$ cat src/rtl/mandelbrot_pkg.sv
// -----------------------------------------------------------------------------
// mandelbrot_pkg
// Shared definitions for the Mandelbrot pixel scheduler and its colour lookup.
//   - 4.23 signed fixed-point width / fraction bits
//   - iteration counter width and default iteration cap
//   - default complex-plane origin and per-pixel step values
//   - frame-buffer address width
//   - scheduler state encoding
// No ports (package).
// -----------------------------------------------------------------------------
package mandelbrot_pkg;

  // Fixed-point format of Cr/Ci: 27 bits total, 23 fraction bits (4.23).
  localparam int FX_W    = 27;
  localparam int FX_FRAC = 23;

  // Iteration count as delivered by the iterator.
  localparam int CNT_W        = 10;
  localparam int MAX_ITER_DEF = 1000;

  // Frame geometry / frame-buffer defaults.
  localparam int H_RES_DEF    = 640;
  localparam int V_RES_DEF    = 480;
  localparam int ADDR_W       = 19;
  localparam int WATCHDOG_DEF = 2047;

  // Complex-plane sweep defaults (4.23 two's complement).
  localparam logic [FX_W-1:0] CR_START_DEF = 27'h7000000;  // -2.0
  localparam logic [FX_W-1:0] CI_START_DEF = 27'h0800000;  // +1.0
  localparam logic [FX_W-1:0] DCR_DEF      = 27'h000999A;  // 3/640
  localparam logic [FX_W-1:0] DCI_DEF      = 27'h0008889;  // 2/480

  // Scheduler sequencing states.
  typedef enum logic [2:0] {
    S_IDLE    = 3'd0,
    S_LOAD    = 3'd1,
    S_WAIT    = 3'd2,
    S_WRITE   = 3'd3,
    S_ADVANCE = 3'd4,
    S_FINISH  = 3'd5
  } sched_state_t;

endpackage

$ cat src/rtl/mandelbrot_pixel_scheduler_iter_to_color.sv
// -----------------------------------------------------------------------------
// iter_to_color
// Combinational map from an iteration count to an RGB332 colour.
// Counts at or above MAX_ITER are treated as inside the set (black).
// Ports:
//   i_count  in  CNT_W  iteration count (unsigned)
//   o_color  out 8      RGB332 colour
// -----------------------------------------------------------------------------
module iter_to_color
  import mandelbrot_pkg::*;
#(
  parameter int MAX_ITER = MAX_ITER_DEF
) (
  input  logic [CNT_W-1:0] i_count,
  output logic [7:0]       o_color
);

  // Compare in 32 bits so a MAX_ITER wider than the count still behaves.
  logic [31:0] w_count32;
  assign w_count32 = 32'(i_count);

  always_comb begin
    o_color = 8'h02;
    if (w_count32 >= 32'(MAX_ITER)) begin
      o_color = 8'h00;
    end else if (w_count32 >= 32'd256) begin
      o_color = 8'hE0;
    end else if (w_count32 >= 32'd64) begin
      o_color = 8'hFC;
    end else if (w_count32 >= 32'd16) begin
      o_color = 8'h1C;
    end else if (w_count32 >= 32'd4) begin
      o_color = 8'h03;
    end
  end

endmodule

$ cat src/rtl/mandelbrot_pixel_scheduler.sv
// -----------------------------------------------------------------------------
// mandelbrot_pixel_scheduler
// Sweeps every pixel of a frame, drives the Cr/Ci pair of each pixel into the
// Mandelbrot iterator, waits for its result, maps the count to a colour and
// writes it to the frame-buffer port at address y*H_RES+x.
//
// Ports:
//   clk         in   1      system clock
//   rst         in   1      asynchronous active-high reset
//   start       in   1      one-cycle pulse, begins a frame when idle
//   Cr, Ci      out  27     4.23 coordinates of the current pixel
//   iter_rst    out  1      iterator reset (high in every state except WAIT)
//   iter_done   in   1      iterator finished (level)
//   iter_count  in   10     iterator result, valid while iter_done=1
//   wr_en       out  1      one-cycle frame-buffer write strobe
//   wr_addr     out  19     linear pixel address
//   wr_data     out  8      RGB332 colour
//   busy        out  1      frame in progress
//   frame_done  out  1      one-cycle pulse after the last pixel is written
//   o_dbg_state out  3      current sequencer state
//
// Handshake: there is no valid/ready pair here. The iterator is "started" by
// releasing iter_rst (entering WAIT) and "completes" by holding iter_done
// high; the scheduler samples iter_done only from the second WAIT cycle on.
// wr_en is a fire-and-forget strobe: the frame buffer accepts every write.
// -----------------------------------------------------------------------------
module mandelbrot_pixel_scheduler
  import mandelbrot_pkg::*;
#(
  parameter int              H_RES    = H_RES_DEF,
  parameter int              V_RES    = V_RES_DEF,
  parameter int              MAX_ITER = MAX_ITER_DEF,
  parameter logic [FX_W-1:0] CR_START = CR_START_DEF,
  parameter logic [FX_W-1:0] CI_START = CI_START_DEF,
  parameter logic [FX_W-1:0] DCR      = DCR_DEF,
  parameter logic [FX_W-1:0] DCI      = DCI_DEF,
  parameter int              WATCHDOG = WATCHDOG_DEF
) (
  input  logic              clk,
  input  logic              rst,
  input  logic              start,
  output logic [FX_W-1:0]   Cr,
  output logic [FX_W-1:0]   Ci,
  output logic              iter_rst,
  input  logic              iter_done,
  input  logic [CNT_W-1:0]  iter_count,
  output logic              wr_en,
  output logic [ADDR_W-1:0] wr_addr,
  output logic [7:0]        wr_data,
  output logic              busy,
  output logic              frame_done,
  output logic [2:0]        o_dbg_state
);

  localparam int X_W  = (H_RES > 1) ? $clog2(H_RES) : 1;
  localparam int Y_W  = (V_RES > 1) ? $clog2(V_RES) : 1;
  localparam int WD_W = (WATCHDOG > 1) ? $clog2(WATCHDOG + 1) : 1;

  localparam logic [X_W-1:0]   X_LAST  = X_W'(H_RES - 1);
  localparam logic [Y_W-1:0]   Y_LAST  = Y_W'(V_RES - 1);
  // WAIT lasts at most WATCHDOG cycles; r_wd counts WAIT cycles already spent.
  localparam logic [WD_W-1:0]  WD_LAST = WD_W'(WATCHDOG - 1);
  localparam logic [CNT_W-1:0] CNT_CAP = CNT_W'(MAX_ITER);

  sched_state_t      r_state;
  logic [FX_W-1:0]   r_cr;
  logic [FX_W-1:0]   r_ci;
  logic [X_W-1:0]    r_x;
  logic [Y_W-1:0]    r_y;
  logic [WD_W-1:0]   r_wd;
  logic              r_wr_en;
  logic [ADDR_W-1:0] r_wr_addr;
  logic [7:0]        r_wr_data;

  logic              w_done_ok;
  logic              w_wd_expire;
  logic [CNT_W-1:0]  w_sel_count;
  logic [7:0]        w_color;

  // r_wd is zero only on the first WAIT cycle, where a DONE left over from
  // the previous pixel may still be visible; ignore it there.
  assign w_done_ok   = (r_wd != '0) && iter_done;
  assign w_wd_expire = (r_wd == WD_LAST);

  // A real result wins over the watchdog if both land on the same cycle.
  assign w_sel_count = w_done_ok ? iter_count : CNT_CAP;

  iter_to_color #(
    .MAX_ITER (MAX_ITER)
  ) u_iter_to_color (
    .i_count (w_sel_count),
    .o_color (w_color)
  );

  // The colour register is loaded on the WAIT->WRITE edge, so it acts as the
  // latched count: wr_data and wr_en are both valid during WRITE.
  always_ff @(posedge clk or posedge rst) begin
    if (rst) begin
      r_state   <= S_IDLE;
      r_cr      <= CR_START;
      r_ci      <= CI_START;
      r_x       <= '0;
      r_y       <= '0;
      r_wd      <= '0;
      r_wr_en   <= 1'b0;
      r_wr_addr <= '0;
      r_wr_data <= 8'h00;
    end else begin
      r_wr_en <= 1'b0;
      case (r_state)
        S_IDLE: begin
          if (start) begin
            r_state <= S_LOAD;
          end
        end

        S_LOAD: begin
          r_wd    <= '0;
          r_state <= S_WAIT;
        end

        S_WAIT: begin
          r_wd <= r_wd + 1'b1;
          if (w_done_ok || w_wd_expire) begin
            r_wr_en   <= 1'b1;
            r_wr_data <= w_color;
            r_state   <= S_WRITE;
          end
        end

        S_WRITE: begin
          r_state <= S_ADVANCE;
        end

        S_ADVANCE: begin
          // Address tracks the raster order, so a plain incrementer suffices.
          r_wr_addr <= r_wr_addr + 1'b1;
          if (r_x != X_LAST) begin
            r_x     <= r_x + 1'b1;
            r_cr    <= r_cr + DCR;
            r_state <= S_LOAD;
          end else begin
            r_x     <= '0;
            r_cr    <= CR_START;
            r_y     <= r_y + 1'b1;
            r_ci    <= r_ci - DCI;
            r_state <= (r_y == Y_LAST) ? S_FINISH : S_LOAD;
          end
        end

        S_FINISH: begin
          r_cr      <= CR_START;
          r_ci      <= CI_START;
          r_x       <= '0;
          r_y       <= '0;
          r_wr_addr <= '0;
          r_state   <= S_IDLE;
        end

        default: begin
          r_state <= S_IDLE;
        end
      endcase
    end
  end

  assign Cr          = r_cr;
  assign Ci          = r_ci;
  assign wr_en       = r_wr_en;
  assign wr_addr     = r_wr_addr;
  assign wr_data     = r_wr_data;
  assign o_dbg_state = r_state;

  // Moore decodes: the iterator only runs in WAIT and is held in reset
  // everywhere else, including IDLE.
  assign iter_rst   = (r_state != S_WAIT);
  assign busy       = (r_state != S_IDLE) && (r_state != S_FINISH);
  assign frame_done = (r_state == S_FINISH);

endmodule

$ cat config.mk
export PLATFORM = sky130hd
export DESIGN_NAME = mandelbrot_pixel_scheduler
export DESIGN_NICKNAME = d
export VERILOG_FILES = /design/src/rtl/mandelbrot_pkg.sv /design/src/rtl/mandelbrot_pixel_scheduler_iter_to_color.sv /design/src/rtl/mandelbrot_pixel_scheduler.sv
export SDC_FILE = /design/constraint.sdc
export NUM_CORES = 1
export LEC_CHECK = 0
export CAP_MARGIN = 20
export CORE_MARGIN = 3
export CORE_UTILIZATION = 30
export DETAILED_ROUTE_END_ITERATION = 10
export PLACE_DENSITY = 0.56
export SYNTH_ARGS = -nofsm -noshare
export SYNTH_HDL_FRONTEND = slang
export SYNTH_SLANG_ARGS = --single-unit
$ cat constraint.sdc
create_clock -name clk -period 5.1 [get_ports clk]
set_input_delay 1.02 -clock clk [delete_from_list [all_inputs] [get_ports clk]]
set_output_delay 1.02 -clock clk [all_outputs]
set_load 0.005 [all_outputs]
==> metrics.yaml, run 1 <==
synth_ff_type: "dfrtp_1"
synth.distinct_cells: 68
hpwl_um: 11000
synth.yosys.seq_area_share_pct: 46.2
gp_congestion: 0.789
report.final.slew_viol_count: 0
final_common_cell: "dfrtp_1"
maxCapViolations: 0
fin_skew_ns: 0.00564
synthArstFlopShare_pct: 100
slew_headroom_pct: 29.3
coreArea_um2: 19100
synth_nets: 669
rsz0062_at_grt: "no"
grt_use_total_pct: 14.9
syn_to_final_growth_pct: 25.1
grt_pass1_vias: 5237
portBuffers: 98
htreeDepth: 3
min_path_type: "reg -> reg"
wl_per_cell_um: 16.1
vias: 5241
cp.arrival_ns: 2.35
final_cells: 994
worst_pin_slew_ns: 1.05
vias_per_cell: 5.27
finalWirelength_um: 16000
peakVddDrop_uv: 237
grt_overflow_total: 0
rows: 50
dp_worst_setup_slack_ns: 2.11
die_x_um: 147
post_cts_resized: 0
worstSkewPairLatency_ns: 0.35
drc: 0
io_pins: 102
grt_max_degree: 85
dieArea_um2: 21600
powerDensity_nw_per_um2: 409
die_h_um: 147
hold-worst-slack_ns: 0.485
drive_gt1_share_pct: 6.27
worstPathRequired_ns: 4.08
max_freq_mhz: 297
finalCritPeriodShare_pct: 66.1
antenna_left: 0
cts_max_path_buffers: 2
fin_crit_ns: 3.37
path_class: "reg -> out"
layout_common_cells: "dfrtp_1 (106), clkdlybuf4s50_1 (98), nand2_1 (81)"
cts.sinks: 110
cts_setup_buffers: 0
cts.clk_slew.worst_paths_ns: 0.07
leakage_nw: 3.10
antenna_cells: 0
numCtsBuffers: 9
start_util_pct: 31.2
dp.cells: 977
holdBufCountCts: 0
yosys_warnings: 0
cts_tree: "built"
first_pass_iters: 5
postSynthAreaPerCell_um2: 9.23
cts_root_buf: "clkbuf_16"
hold_viol: 0
fin_setup_tns_ns: 0
nets: 751
grt_pass1_wl_um: 26900
worst_setup_path_start_kind: "register"
synth_edf_count: 0
drtIter0Drc: 367
synthesis.area_um2: 5970
antenna_found_initial: 0
ys_ff_latch: 110
end_kind: "output port"
finalSetupViolCount: 0
finalWorstSetupSlack_ns: 1.73
cp_max_fo: 16
outcome: "finished clean"
netlist_instances: 647
[routing by layer]
layer | vias up | share of wire (%) | global-route usage [%]
li1 | 2524 | - | -
met1 | 2578 | 47 | 20.0
met2 | 124 | 46 | 24.1
met3 | 15 | 5.4 | 3.36
met4 | 0 | 1.3 | 4.47
met5 | - | 0 | 0
[flip-flops by register name, indices dropped and copies added, names as in the netlist]
signal,count
r_wd,11
Cr,26
wr_data,4
Ci,27
wr_addr,19
r_y,9
wr_en,1
o_dbg_state,3
r_x,10
[per-stage QoR]
stage               cell area, µm²  power [mW]  util, %
finish                        7470        3.05     39.0
global route                  7470        3.28     39.0
CTS                           7440        3.10     38.9
detailed placement            7170        2.40     37.4
global placement              7170        2.37     37.4
floorplan                     5970        1.87        -
[kinds of logic after synthesis]
| group | after synthesis | share of synthesized area, % |
|---|---|---|
| AND/OR/NAND/NOR | 272 | 23.6 |
| AO/OA/AOI/OAI | 163 | 18.3 |
| flip-flops | 110 | 46.2 |
| buffers and inverters | 52 | 3.87 |
| XOR/XNOR | 28 | 4.11 |
| multiplexers | 13 | 2.18 |
| adder cells (fa/ha/maj) | 8 | 1.68 |
| other | 1 | 0.0628 |
[worst max-delay path, cell delays in order (launching register included)]
cell and delay, ns:
dfrtp_1 0.70, and2b_1 0.33, inv_1 0.38, clkdlybuf4s50_1 0.59
[Yosys cell counts, types with 2 or more instances]
cell type	count	area share [%]
and4_1	5	0.73
a211oi_1	4	0.50
o31ai_1	11	1.4
or4_1	10	1.3
and3_1	9	0.94
dfstp_2	4	1.8
or2_2	2	0.21
xor2_1	11	1.6
and2b_1	2	0.25
xnor2_1	17	2.5
nor3_1	20	1.7
buf_2	7	0.59
a2111o_1	4	0.75
mux2i_1	13	2.2
and2_1	2	0.21
a21oi_1	19	1.6
nor3b_1	3	0.38
buf_1	4	0.25
inv_1	17	1.1
a211o_1	2	0.29
nand2_1	81	5.1
o211ai_1	11	1.4
or3_1	12	1.3
nand3_1	40	3.4
a2111oi_2	3	0.75
a22o_1	8	1.2
dfrtp_1	106	44
nand2b_1	8	0.84
a21o_1	4	0.50
nor2_1	44	2.8
or3b_1	2	0.29
a2111oi_0	2	0.29
a31oi_1	8	0.84
o41ai_1	2	0.29
nor2b_1	2	0.21
nand4_1	10	1.0
nand3b_1	2	0.25
clkbuf_1	17	1.1
o21ai_0	73	6.1
and4b_1	2	0.34
buf_4	5	0.63
ha_1	8	1.7
nor4_1	5	0.52
o21ai_1	2	0.17
[where the power goes]
part / total [mW] / switching, mW / internal (mW) / leakage (nW)
Clock: 0.672 / 0.330 / 0.343 / 0.130
Combinational: 1.09 / 0.558 / 0.535 / 1.49
Sequential: 1.29 / 0.245 / 1.04 / 1.48
Total: 3.05 / 1.13 / 1.92 / 3.10
[final timing paths]
kind | slack [ns] | from | depth (start not counted) | endpoint
max | 1.73 | o_dbg_state[0]$_DFFE_PP0P_ | 3 | iter_rst
min | 0.48 | wr_addr[18]$_DFFE_PP0P_ | 1 | wr_addr[18]$_DFFE_PP0P_
max reg2reg | 2.06 | r_x[8]$_DFFE_PP0P_ | 6 | Ci[16]$_DFFE_PP0P_
min reg2reg | 0.48 | wr_addr[18]$_DFFE_PP0P_ | 1 | wr_addr[18]$_DFFE_PP0P_
max in group asynchronous | 3.10 | rst | 4 | Ci[23]$_DFFE_PP1P_
min in group asynchronous | 0.94 | rst | 2 | wr_en$_DFF_PP0_
[final cells by class]
type / instances / area, µm²
Sequential cell: 110 / 2760
Timing Repair Buffer: 106 / 1060
Clock buffer: 10 / 239
Clock inverter: 6 / 37.5
Inverter: 17 / 66.3
Tap cell: 260 / 325
Fill cell: 1958 / 11700
Multi-Input combinational cell: 485 / 2980
Power figures use the tool's default switching activity.
==> inputs of run 2 (changes only) <==
clock period = 3.2 ns   (was 5.1 ns; I/O delays follow)
==> metrics.yaml, run 2 (synthesis results as in run 1) <==
post_dp_cell_area_um2: 7220  # was 7170 µm²
clkPwrFrac_pct: 21.9  # was 22.0%
gp_congestion: 0.802  # was 0.789
grt_pass1_vias: 5169  # was 5,237
worstSkewPairLatency_ns: 0.35  # about the same
max_freq_mhz: 387
cts_setup_buffers: 0  # unchanged
cts.sinks: 110  # unchanged
vias_per_cell: 5.31  # was 5.27
finalWirelength_um: 15800  # was 16,000 µm
dp.cells: 982  # was 977
path_class: "reg -> out"  # unchanged
slew_headroom_pct: 40.3  # was 29.3%
outcome: "finished clean"  # unchanged
cp_max_fo: 9  # was 16
dieArea_um2: 21600  # unchanged
finalCritPeriodShare_pct: 80.7
grt_max_degree: 111  # was 85
p_int_mw: 3.09  # was 1.92 mW
start_util_pct: 31.2  # unchanged
wl_per_cell_um: 15.8  # was 16.1 µm
final_cells: 997  # was 994
grt_overflow_total: 0  # unchanged
vias: 5296  # was 5,241
antenna_left: 0  # unchanged
layout_common_cells: "dfrtp_1 (106), clkdlybuf4s50_1 (98), nand2_1 (81)"  # unchanged
die_h_um: 147  # unchanged
grt_pass1_wl_um: 26500  # was 26,900 µm
post_cts_resized: 0  # unchanged
cts.clk_slew.worst_paths_ns: 0.07  # about the same
cts_max_path_buffers: 2  # unchanged
fillers: 1926  # was 1,958
cp.arrival_ns: 1.94  # was 2.35 ns
hpwl_um: 10900  # was 11,000 µm
drtIter0Drc: 375  # was 367
final_common_cell: "dfrtp_1"  # unchanged
antenna_cells: 0  # unchanged
end_kind: "output port"  # unchanged
syn_to_final_growth_pct: 25.5  # was 25.1%
hold_viol: 0  # unchanged
fin_setup_tns_ns: 0  # unchanged
switching_share_pct: 36.5  # was 37.1%
seqPwrFrac_pct: 41.8  # was 42.2%
grt_use_total_pct: 14.7  # was 14.9%
fin_util_pct: 39.2  # was 39.0%
drive_gt1_share_pct: 6.51  # was 6.27%
antenna_found_initial: 0  # unchanged
cts_tree: "built"  # unchanged
numCtsBuffers: 9  # unchanged
fin_crit_ns: 2.58
portBuffers: 98  # unchanged
hold-worst-slack_ns: 0.483  # was 0.485 ns
combPwrFrac_pct: 36.3  # was 35.8%
final_area_um2: 7490  # was 7470 µm²
coreArea_um2: 19100  # unchanged
rows: 50  # unchanged
htreeDepth: 3  # unchanged
worst_setup_path_start_kind: "register"  # unchanged
finalSetupViolCount: 0  # unchanged
first_pass_iters: 5  # unchanged
report.final.slew_viol_count: 0  # unchanged
drc: 0  # unchanged
worstPathRequired_ns: 2.56  # was 4.08 ns
leakage_nw: 3.11  # was 3.10 nW
largest_reg_flops: 27  # unchanged
holdBufCountCts: 0  # unchanged
worst_pin_slew_ns: 0.891  # was 1.05 ns
fin_skew_ns: 0.00831  # was 0.00564 ns
power.switching_mw: 1.78  # was 1.13 mW
peakVddDrop_uv: 470  # was 237 µV
nets: 755  # was 751
min_path_type: "reg -> reg"  # unchanged
die_x_um: 147  # unchanged
powerDensity_nw_per_um2: 651  # was 409 nW/µm²
cts_root_buf: "clkbuf_16"  # unchanged
io_pins: 102  # unchanged
maxCapViolations: 0  # unchanged
rsz0062_at_grt: "no"  # unchanged
## run 2: cell types whose count changed in the layout (fill, tap and decap cells not counted)
cell and delta:
buf_4 +4, clkinv_2 -2, buf_12 +1, buf_16 -1, clkbuf_1 +1, clkbuf_8 +1
inv_4 -1
## run 2: path summary, 6_finish.rpt
kind / slack (ns) / to / start / cells after the start
max: 0.62 / iter_rst / o_dbg_state[1]$_DFFE_PP0P_ / 4
min: 0.48 / wr_data[1]$_DFFE_PP0P_ / wr_data[1]$_DFFE_PP0P_ / 2
max reg2reg: 0.67 / Cr[7]$_DFFE_PP0P_ / r_x[7]$_DFFE_PP0P_ / 6
min reg2reg: 0.48 / wr_data[1]$_DFFE_PP0P_ / wr_data[1]$_DFFE_PP0P_ / 2
max in group asynchronous: 1.90 / wr_addr[9]$_DFFE_PP0P_ / rst / 3
min in group asynchronous: 0.80 / Ci[6]$_DFFE_PP0P_ / rst / 3
## run 2: layer usage
layer / global-route usage (%) / routed length (µm)
met1: 19.9 / 7310
met2: 23.6 / 7410
met3: 3.73 / 885
met4: 3.73 / 182
met5: 0 / 0
## run 2: worst max-delay path, stage by stage, from the launching register on
cell and delay (ns):
dfrtp_1 0.50, and2b_1 0.24, and2b_1 0.25, inv_1 0.10, clkdlybuf4s50_1 0.50
## run 2: cell type report
cell class / count / area [µm²] / share of cell area, %
flip-flops and latches: 110 / 2760 / 36.8
well taps: 260 / 325 / 4.34
multi-input cells: 485 / 2980 / 39.8
inverters: 17 / 67.6 / 0.902
repair buffers: 110 / 1080 / 14.5
clock buffers: 12 / 256 / 3.42
clock inverters: 3 / 20.0 / 0.267
## run 2: power by group through the flow
| stage | registers, mW | logic [mW] | clock network (mW) |
|---|---|---|---|
| after global routing | 2.09 | 1.96 | 1.17 |
| after global placement | 2.04 | 1.75 | 0 |
| after CTS | 2.03 | 1.79 | 1.11 |
| final | 2.04 | 1.77 | 1.07 |
| after floorplan | 1.98 | 0.992 | 0 |
| after detailed placement | 2.06 | 1.78 | 0 |
## run 2: through the flow
step	setup WS (ns)	power [mW]
3_3_place_gp	0.723	3.79
3_5_place_dp	0.662	3.83
4_1_cts	0.572	4.93
6_report	0.618	4.88
5_1_grt	0.448	5.23
2_1_floorplan	0.940	2.98
==> inputs of run 3 (changes only) <==
PLACE_DENSITY = 0.58   (was 0.56)
clock period = 2.1 ns   (was 3.2 ns; I/O delays follow)
==> metrics.yaml, run 3 (synthesis results as in run 1) <==
io_pins: 102  # unchanged
fillers: 1907  # was 1,926
crit_chain: "or3b_4, buf_6, nor4_4, buf_4, buf_12, buf_4, nand3_1, xor2_1, nor2_1"  # was and2b_1, and2b_1, inv_1, clkdlybuf4s50_1
cts_max_path_buffers: 2  # unchanged
drtIter0Drc: 288  # was 375
switching_share_pct: 35.3  # was 36.5%
peakVddDrop_uv: 596  # was 470 µV
p_int_mw: 5.34  # was 3.09 mW
p_total_mw: 8.26  # was 4.88 mW
max_stage_delay_ns: 0.43  # was 0.50 ns
finalCritPeriodShare_pct: 96.2
start_util_pct: 31.2  # unchanged
drive_gt1_share_pct: 17.5  # was 6.51%
outcome: "finished clean"  # unchanged
grt_use_total_pct: 15.3  # was 14.7%
antenna_found_initial: 0  # unchanged
nets: 825  # was 755
vias_per_cell: 5.15  # was 5.31
crit_buf_inv: 4  # was 2
syn_to_final_growth_pct: 38.2  # was 25.5%
die_h_um: 147  # unchanged
worstSkewPairLatency_ns: 0.36  # was 0.35 ns
hold_viol: 0  # unchanged
seqPwrFrac_pct: 36.1  # was 41.8%
grt_max_degree: 51  # was 111
end_kind: "register"  # was output port
finalSetupViolCount: 0  # unchanged
holdPathStages: 2  # unchanged
cts.clk_slew.worst_paths_ns: 0.07  # about the same
power.switching_mw: 2.91  # was 1.78 mW
post_dp_cell_area_um2: 7690  # was 7220 µm²
layout_common_cells: "dfrtp_1 (105), clkdlybuf4s50_1 (95), nand2_1 (81)"  # was dfrtp_1 (106), clkdlybuf4s50_1 (98), nand2_1 (81)
max_freq_mhz: 495
fin_skew_ns: 0.00826  # was 0.00831 ns
die_x_um: 147  # unchanged
grt_pass1_wl_um: 27200  # was 26,500 µm
reg2reg_depth: 9  # was 6
worst_setup_path_start_kind: "register"  # unchanged
rsz0062_at_grt: "yes"  # was no
wl_per_cell_um: 15.5  # was 15.8 µm
cp.depth: 9  # was 4
grt_pass1_vias: 5264  # was 5,169
cts_root_buf: "clkbuf_16"  # unchanged
worstPathRequired_ns: 2.33  # was 2.56 ns
antenna_left: 0  # unchanged
worst_path_most_repeated_cell: "buf_4"  # was and2b_1
powerDensity_nw_per_um2: 1000  # was 651 nW/µm²
maxCapViolations: 0  # unchanged
register_area_um2: 2760  # about the same
rows: 50  # unchanged
largest_reg_flops: 27  # unchanged
leakage_nw: 3.55  # was 3.11 nW
drc: 0  # unchanged
slew_headroom_pct: 63.3  # was 40.3%
vias: 5498  # was 5,296
fin_setup_tns_ns: 0  # unchanged
cp_max_fo: 6  # was 9
first_pass_iters: 5  # unchanged
cts.sinks: 110  # unchanged
hpwl_um: 11400  # was 10,900 µm
combPwrFrac_pct: 41.5  # was 36.3%
multiInputGateArea_um2: 3100  # was 2980 µm²
cts_tree: "built"  # unchanged
grt_overflow_total: 0  # unchanged
gp_congestion: 0.814  # was 0.802
cp_top_family: "simple AND/OR/NAND/NOR gates"  # was buffers and inverters
worst_pin_slew_ns: 0.537  # was 0.891 ns
coreArea_um2: 19100  # unchanged
cpMaxStageDelayCell: "or3b_4"  # was dfrtp_1
fin_util_pct: 43.1  # was 39.2%
finalWirelength_um: 16600  # was 15,800 µm
min_path_type: "reg -> reg"  # unchanged
dieArea_um2: 21600  # unchanged
final_common_cell: "dfrtp_1"  # unchanged
htreeDepth: 3  # unchanged
cp.arrival_ns: 2.25  # was 1.94 ns
report.final.slew_viol_count: 0  # unchanged
antenna_cells: 0  # unchanged
final_area_um2: 8260  # was 7490 µm²
path_class: "reg -> reg"  # was reg -> out
numCtsBuffers: 9  # unchanged
fin_crit_ns: 2.02
portBuffers: 98  # unchanged
clkPwrFrac_pct: 22.4  # was 21.9%
run 3: per-layer routing:
layer / GRT usage [%] / share of wire (%)
met1: 21.5 / 48
met4: 4.43 / 1.5
met3: 3.61 / 4.7
met2: 23.8 / 46
met5: 0 / 0
run 3: power groups by stage:
stage          clock network (mW)  logic, mW  registers, mW
3_5_place_dp                    0       3.23           3.02
5_1_grt                      1.99       3.80           3.06
2_1_floorplan                   0       1.51           3.02
4_1_cts                      1.90       3.33           2.98
3_3_place_gp                    0       3.19           3.02
6_report                     1.85       3.43           2.99
run 3: area by class of cell:
class | instances | share of cell area, %
Clock buffer | 12 | 2.86
Clock inverter | 4 | 0.879
Inverter | 17 | 0.818
Multi-Input combinational cell | 485 | 37.6
Sequential cell | 110 | 33.4
Tap cell | 260 | 3.94
Timing Repair Buffer | 180 | 20.5
run 3: repair_timing:
action,CTS,global route
resized for setup,7,31
pin swaps,0,8
hold buffers,0,0
gates cloned,0,1
endpoints found under the setup margin,2,30
buffers inserted,4,7
run 3: final timing paths:
check | slack, ns | from | to
max in group asynchronous | 1.22 | rst | Cr[24]$_DFFE_PP1P_
max | 0.08 | r_x[8]$_DFFE_PP0P_ | r_y[8]$_DFFE_PP0P_
min reg2reg | 0.48 | wr_data[1]$_DFFE_PP0P_ | wr_data[1]$_DFFE_PP0P_
min in group asynchronous | 0.55 | rst | r_y[3]$_DFFE_PP0P_
min | 0.48 | wr_data[1]$_DFFE_PP0P_ | wr_data[1]$_DFFE_PP0P_
max reg2reg | 0.08 | r_x[8]$_DFFE_PP0P_ | r_y[8]$_DFFE_PP0P_
run 3: per-stage QoR:
step / setup WS [ns] / cells / hold slack [ns]
after floorplan: 0.0303 / 647 / 0.469
after global placement: 0.0682 / 1040 / 0.460
after detailed placement: 0.0583 / 1040 / 0.466
after CTS: 0.0234 / 1060 / 0.479
after global routing: -0.0110 / 1068 / 0.496
final: 0.0804 / 1068 / 0.478
run 3: worst register-to-register path: stages, from the launching register on:
cell and delay [ns]:
dfrtp_1 0.39, or3b_4 0.43, buf_6 0.14, nor4_4 0.24, buf_4 0.18, buf_12 0.12, buf_4 0.11, nand3_1 0.08
xor2_1 0.16, nor2_1 0.06
